===== config.mk =====
export PLATFORM = sky130hd
export DESIGN_NAME = rpll_lock_sequencer
export DESIGN_NICKNAME = d
export VERILOG_FILES = /design/src/rtl/rpll_lock_sequencer.sv
export SDC_FILE = /design/constraint.sdc
export NUM_CORES = 1
export LEC_CHECK = 0
export ABC_AREA = 1
export CORE_ASPECT_RATIO = 0.5
export CORE_MARGIN = 2
export CORE_UTILIZATION = 35
export DETAILED_ROUTE_END_ITERATION = 8
export PLACE_DENSITY = 0.6
export SLEW_MARGIN = 40
export SYNTH_ARGS = -nofsm -noshare
export SYNTH_HDL_FRONTEND = slang
export SYNTH_SLANG_ARGS = --single-unit

===== constraint.sdc =====
create_clock -name clock -period 2.2 [get_ports clock]
set_clock_uncertainty 0.2 [all_clocks]
set_input_delay 0.66 -clock clock [delete_from_list [all_inputs] [get_ports clock]]
set_output_delay 0.66 -clock clock [all_outputs]
set_load 0.1 [all_outputs]

===== src/rtl/rpll_lock_sequencer.sv =====
// Supervises a Gowin rPLL: pulses RESET, waits for LOCK with timeout/retries, qualifies
// lock stability, then releases the downstream reset lines one after another.
module rpll_lock_sequencer #(
  parameter int NUM_CHANNELS = 3,
  parameter int RESET_CYCLES = 4,
  parameter int LOCK_TIMEOUT = 64,
  parameter int LOCK_STABLE  = 16,
  parameter int STAGGER      = 8,
  parameter int MAX_RETRIES  = 3
) (
  input  logic                    clock,
  input  logic                    reset_n,
  input  logic                    pll_lock_i,
  input  logic                    force_i,
  output logic                    pll_reset_o,
  output logic [NUM_CHANNELS-1:0] rst_n_o,
  output logic                    locked_o,
  output logic                    fault_o,
  output logic                    lost_o,
  output logic [3:0]              retries_o
);

  localparam int MAX_A   = (RESET_CYCLES > LOCK_TIMEOUT) ? RESET_CYCLES : LOCK_TIMEOUT;
  localparam int MAX_B   = (LOCK_STABLE > NUM_CHANNELS * STAGGER) ? LOCK_STABLE : NUM_CHANNELS * STAGGER;
  localparam int CNT_MAX = (MAX_A > MAX_B) ? MAX_A : MAX_B;
  localparam int CW      = $clog2(CNT_MAX + 1);

  localparam logic [CW-1:0] RESET_LAST   = CW'(RESET_CYCLES - 1);
  localparam logic [CW-1:0] TIMEOUT_LAST = CW'(LOCK_TIMEOUT - 1);
  localparam logic [CW-1:0] STABLE_LAST  = CW'(LOCK_STABLE - 1);
  localparam logic [CW-1:0] RELEASE_LAST = CW'((NUM_CHANNELS - 1) * STAGGER);
  localparam logic [3:0]    RETRY_LIMIT  = 4'((MAX_RETRIES > 15) ? 15 : MAX_RETRIES);

  typedef enum logic [2:0] {
    S_RESET,
    S_WAIT,
    S_STABLE,
    S_RELEASE,
    S_RUN,
    S_FAULT
  } state_t;

  state_t                  state, state_n;
  logic [CW-1:0]           cnt, cnt_n;
  logic [3:0]              retries_n, retry_inc;
  logic [NUM_CHANNELS-1:0] rst_n_n;
  logic                    lost_n;
  logic                    lock_meta, lock_s;

  always_ff @(posedge clock or negedge reset_n) begin
    if (!reset_n) begin
      lock_meta <= 1'b0;
      lock_s    <= 1'b0;
    end else begin
      lock_meta <= pll_lock_i;
      lock_s    <= lock_meta;
    end
  end

  assign retry_inc = (retries_o == 4'hF) ? 4'hF : retries_o + 4'd1;

  always_comb begin
    state_n   = state;
    cnt_n     = cnt + CW'(1);
    retries_n = retries_o;
    rst_n_n   = rst_n_o;
    lost_n    = 1'b0;

    if (force_i) begin
      state_n   = S_RESET;
      retries_n = 4'd0;
    end else begin
      case (state)
        S_RESET: begin
          if (cnt == RESET_LAST) state_n = S_WAIT;
        end
        S_WAIT: begin
          if (lock_s) begin
            state_n = S_STABLE;
          end else if (cnt == TIMEOUT_LAST) begin
            retries_n = retry_inc;
            state_n   = (retry_inc == RETRY_LIMIT) ? S_FAULT : S_RESET;
          end
        end
        S_STABLE: begin
          // Lock must be seen for LOCK_STABLE consecutive cycles while in STABLE.
          if (!lock_s) state_n = S_WAIT;
          else if (cnt == STABLE_LAST) state_n = S_RELEASE;
        end
        S_RELEASE: begin
          if (!lock_s) begin
            state_n   = S_RESET;
            lost_n    = 1'b1;
            retries_n = 4'd0;
          end else begin
            for (int k = 0; k < NUM_CHANNELS; k++) begin
              if (cnt == CW'(k * STAGGER)) rst_n_n[k] = 1'b1;
            end
            if (cnt == RELEASE_LAST) state_n = S_RUN;
          end
        end
        S_RUN: begin
          if (!lock_s) begin
            state_n   = S_RESET;
            lost_n    = 1'b1;
            retries_n = 4'd0;
          end
        end
        S_FAULT: begin
          state_n = S_FAULT;
        end
        default: begin
          state_n = S_RESET;
        end
      endcase
    end

    if (force_i || (state_n != state) || (state == S_RUN) || (state == S_FAULT)) cnt_n = '0;
    // Channel resets may only be released while in RELEASE or RUN.
    if ((state_n != S_RELEASE) && (state_n != S_RUN)) rst_n_n = '0;
  end

  always_ff @(posedge clock or negedge reset_n) begin
    if (!reset_n) begin
      state       <= S_RESET;
      cnt         <= '0;
      retries_o   <= 4'd0;
      rst_n_o     <= '0;
      pll_reset_o <= 1'b1;
      locked_o    <= 1'b0;
      fault_o     <= 1'b0;
      lost_o      <= 1'b0;
    end else begin
      state       <= state_n;
      cnt         <= cnt_n;
      retries_o   <= retries_n;
      rst_n_o     <= rst_n_n;
      pll_reset_o <= (state_n == S_RESET);
      locked_o    <= (state_n == S_RELEASE) || (state_n == S_RUN);
      fault_o     <= (state_n == S_FAULT);
      lost_o      <= lost_n;
    end
  end

endmodule

# ---- After elaboration in Yosys (flattened, before gate mapping)
# Cells that the tools add are included.
dict set report classes {
  add_sub_neg 2
  reduce_logical 19
  n_mux 28
  eq_ne 22
}
# cell count
set ops {}
lappend ops {{two-way mux 3 bit} 14}
lappend ops {{two-way mux 4 bit} 5}
lappend ops {{case mux 3 bit (6 select lines)} 1}
lappend ops {{AND reduction 4 bit} 4}
lappend ops {{== test 7 x 4 -> 1 bit, second input constant} 2}
lappend ops {{== test 3 bit, second input constant} 4}
lappend ops {{!= test 3 bit, second input constant} 4}
lappend ops {{nonzero test 2 bit} 5}
lappend ops {{== test 3 x 2 -> 1 bit, second input constant} 3}
lappend ops {{case mux 4 bit (2 select lines)} 1}
lappend ops {{adder 7 x 1 -> 7 bit, second input constant} 1}
lappend ops {{== test 7 x 2 -> 1 bit, second input constant} 1}
lappend ops {{== test 7 x 5 -> 1 bit, second input constant} 1}
lappend ops {{== test 7 x 6 -> 1 bit, second input constant} 1}
lappend ops {{logical NOT 7 bit} 1}
lappend ops {{two-way mux 7 bit} 1}
lappend ops {{logical NOT 3 bit} 2}
lappend ops {{two-way mux 1 bit} 6}
lappend ops {{adder 4 x 1 -> 4 bit, second input constant} 1}
lappend ops {{== test 4 x 2 -> 1 bit, second input constant} 1}
lappend ops {{== test 4 bit, second input constant} 1}
lappend ops {{logical OR 1 bit} 4}
lappend ops {{== test 3 x 1 -> 1 bit, second input constant} 1}
lappend ops {{!= test 3 x 2 -> 1 bit, second input constant} 1}
lappend ops {{other kinds (5)} 5}
dict set report totals {
  regBits 23
}

# ---- Longest topological paths before layout
# Gate-level depths: netlist of the first run.
dict set report logic_depth {
  ltp_word 13
  mapped_depth 13
}

# ---- Worst setup path after synthesis of the first run
# Ideal clock, no wire load.
dict set report synth_path {
  path_kind {reg-to-reg}
  start {register retries_o[0]}
  end {register cnt[4]}
  setup_time_ns 0.121
  path_buffers 0
  t_arrival_ns 2.238
  path_stages_with_launch 13
  required_ns 1.879
  setup_slack_ns -0.359
  cell_sequence {dfrtp_1 ha_1 nand3_2 nand2_1 nand2_1 nor2_1 nand2_1 nand2_1 nand2_1 nand2_2 nand3_1 nand3_4 nor2_2}
}
dict set report synth_between {
  elab_chain_cells 13
  word_cells_on_any_way 14
  classes_between {1 x add/sub; 3 x eq/ne; 7 x mux; 3 x reduce/logical}
}
# element line_no
set synth_lines {}
lappend synth_lines {{from (decl)} 20} ;# output logic [3:0] retries_o
lappend synth_lines {{from (signal assigned)} 136} ;# retries_o <= retries_n;
lappend synth_lines {{adder 4 x 1 -> 4 bit or == test 4 bit (tied branches)} 60} ;# assign retry_inc = (retries_o == 4'hF) ? 4'hF : retries_o + 4'd1;
lappend synth_lines {{two-way mux 4 bit *} 60}
lappend synth_lines {{== test 4 x 2 -> 1 bit *} 82} ;# state_n = (retry_inc == RETRY_LIMIT) ? S_FAULT : S_RESET;
lappend synth_lines {{two-way mux 3 bit *} 82}
lappend synth_lines {{two-way mux 3 bit *} 80} ;# end else if (cnt == TIMEOUT_LAST) begin
lappend synth_lines {{two-way mux 3 bit *} 78} ;# if (lock_s) begin
lappend synth_lines {{case mux 3 bit (6 select lines) *} 73} ;# case (state)
lappend synth_lines {{two-way mux 3 bit *} 69} ;# if (force_i) begin
lappend synth_lines {{!= test 3 bit *} 118} ;# if (force_i || (state_n != state) || (state == S_RUN) || (state == S_FAULT)) cnt_n = '0;
lappend synth_lines {{logical OR 1 bit * (3 in a row)} 118}
lappend synth_lines {{two-way mux 7 bit *} 118}
lappend synth_lines {{named net cnt_n[4]} 44} ;# logic [CW-1:0] cnt, cnt_n;
lappend synth_lines {{to (signal assigned)} 135} ;# cnt <= cnt_n;
lappend synth_lines {{to (decl)} 44}
# Mark *: on every way through the listed nets, which the timed path passes. The rest lies on a longest branch.
# A chain may end at the register's enable or synchronous reset.

# ---- Worst setup path after layout of the first run
dict set report layout_path {
  start {register retries_o[1]}
  end {register cnt[2]}
}
# The elaborated chain is that of the path after synthesis.

==> impl_results.md, run 1 <==
- Final hold violation count: 0
- PnR worst setup slack: ~0.12 ns
- CP startpoint kind: flop
- Vias in the first global route: between 1000 and 1500
- CP required: around 2.2 ns
- DRT Wirelength: 2630 um
- Vias per cell: ~4.6
- Worst Min Path Start: lock_meta
- I/O Pins: 15
- CTS Buf Count: 3
- Slew HR: between 70% and 80%
- Core area: about 3500 sq um
- Total power: 1220 uW
- Clock Path Buffers: 2
- Unique masters post-synth: 30
- Worst-Skew Late Latency: ~0.26 ns
- Peak Freq: between 400 and 500 MHz
- H-tree lvl count: 1
- Pwr dens: 670 nW/um^2
- Critical Path Start: retries_o[1]
- Area leader, netlist: dfrtp_1
- # clock sinks: 23
- Global-route usage over all layers: 12.8%
- Vias post-DR: ~1100
- Setup Total Neg Slack: 0 ns
- DP Worst Slack: slightly above 0.02 ns
- Multi-input logic area: 697 sq um
- # setup viols final: 0
- Top-count cell post-synth: nand2_1
- CP Class: flop to flop
- Die Height: 47.3 um
- Routed wire length per instance: roughly 11 um
- Site Rows: 15
- Die area: approximately 4300 sq um
- Cts hold-fix bufs: 0
- Status: finished, final reports clean
- Maxcap violations: 0
- Total leakage power: approximately 0.00081 uW
- Seq cells post-synth: 23
- Main synth FF type: dfrtp_1
- GRT overflow: 0
- DRT iter0 DRCs: 26
- Area fraction of the dominant cell type after synthesis: between 40 and 50%
- Port Buffers: 14
- Synthesized area per cell: ~8.5 sq um
- Clk root buf: clkbuf_8
- Initial antenna violation count: 0
- Cells after Synth: roughly 160
- Yosys warnings: 0
- Final slew viol count: 0
- Clk pin slew, worst setup/hold paths: approximately 0.080 ns
- Synth area leaders: dfrtp_1, nand2_1, nor2_2, inv_1, nand3_1
- Syn nets: approximately 160
- First-pass GRT wire length: 4280 um
- Layout cells sized above 1: a little under two fifths
- Largest net degree at the start of global routing: 15
- Worst vdd ir: between 0.0002 and 0.00025 V
- RR Startpoint: retries_o[1]
- FILL cells: between 300 and 400
- CP arrival: roughly 2.1 ns
- CP max FO: 7
- Detail Route Antenna Nets: 0
- Die Wd: 90.5 um
- Drc violations: 0
- Post-synth top cells: nand2_1, dfrtp_1, inv_1
- Sequential cell area: 587 sq um
- CTS tree: built
- Min-Delay Path Class: flop to flop
- Post-route clock period utilization: 94.7%
- Setup crit end kind: flop
- Initial core utilization: between 30% and 40%
- Synth async-reset ratio: 100%
- DRT Pass-1 Iters: 4
- Number of diodes: 0
- Worst-Margin Slew: ~0.3 ns
- Sequential fraction of the synthesis area: 44.0%
- Nets: between 150 and 200
- Cell Area, Synth: 1310 sq um
- Synthesis-to-finish area growth: 39.0%
- GP Congestion: 0.800
- EDFF count, synth: 0
- Final HPWL DP: roughly 2000 um
- Period minus WS final: ~2.1 ns
-- power breakdown --
group	switching, uW	total (uW)	internal, uW	leakage, uW
combinational	272	446	175	0.000485
sequential	48.4	512	464	0.000302
clock	136	262	126	0.0000255
-- flip-flops by register name (all words and copies together) (netlist names) --
register and flops:
lock_meta 1, cnt 7, lost_o 1, pll_reset_o 1, fault_o 1, rst_n_o 3
lock_s 1, locked_o 1, state 3, retries_o 4
-- final cells by class --
type	instances	area share [%]
multi-input combinational	109	38.3
sequential	23	32.2
timing repair buffer	26	18.7
inverter	23	4.74
tap	51	3.51
clock buffer	3	2.27
clock inverter	1	0.275
-- cells by family (layout without fill, tap and decap cells) --
| kind of cell | Yosys count | after routing | share of synthesized area (%) |
|---|---|---|---|
| AOI/OAI and AO/OA | 13 | 13 | 7.74 |
| buffers and inverters | 23 | 53 | 6.59 |
| adders and majority gates | 3 | 3 | 2.87 |
| DFF | 23 | 23 | 44.0 |
| and+or+nand+nor | 88 | 88 | 35.4 |
| xor gates and xnor gates | 5 | 5 | 3.34 |
-- through the flow --
step	hold WS, ns	utilization [%]	cells	instance area, sq um
after global placement	0.137	47.8	226	1680
after floorplan	0.131	-	155	1320
after detailed placement	0.139	47.8	226	1680
after global routing	0.176	51.9	236	1820
final	0.155	51.9	236	1820
after CTS	0.159	49.2	230	1730
-- per-layer routing --
layer | vias up | global-route usage (%) | share of wire, %
li1 | 554 | - | -
met1 | 525 | 15.1 | 46
met2 | 16 | 24.0 | 50
met3 | 2 | 3.53 | 3.5
met4 | 0 | 3.69 | 0.53
met5 | - | 0 | 0
-- critical path, cell delays in order, from the launching register on --
cell and delay [ns]:
dfrtp_4 0.52, ha_4 0.27, inv_1 0.03, nand2_1 0.08, nand2_1 0.07, nor2_2 0.13, nand2_1 0.06, nand2_1 0.08
nand2_2 0.06, nand2_2 0.10, nand2_2 0.07, nand2_2 0.07, nand3_4 0.14, nor2_2 0.13
-- worst paths after layout --
path,to,slack [ns],cells past startpoint
setup / recovery,cnt[2],0.12,13
hold / removal,lock_s,0.15,0
setup reg to reg,cnt[2],0.12,13
hold reg to reg,lock_s,0.15,0
max in group asynchronous,pll_reset_o,1.04,2
min in group asynchronous,cnt[4],0.49,2
-- what timing repair did --
item / in CTS / in global routing
setup buffers: 0 / 6
gates resized for setup: 0 / 11
endpoints found under the setup margin: 0 / 11
-- cell usage in the layout (no fill, tap or decap), drive strengths merged, types with 3 or more instances in the layout --
cell type      instances
xnor2                  3
nor3                   4
nand3                 17
o21ai                  5
buf                   23
dfrtp                 22
nor2                  29
inv                   23
nand2                 35
clkdlybuf4s50          3
ha                     3
clkbuf                 3
Note: power is estimated with default switching activity, not from simulation.
==> run 2: changes to the inputs <==
HOLD_SLACK_MARGIN = 0.12   (was unset)
==> results of run 2 <==
Same layout as run 1: the final DEF is identical, and so are final timing and power.
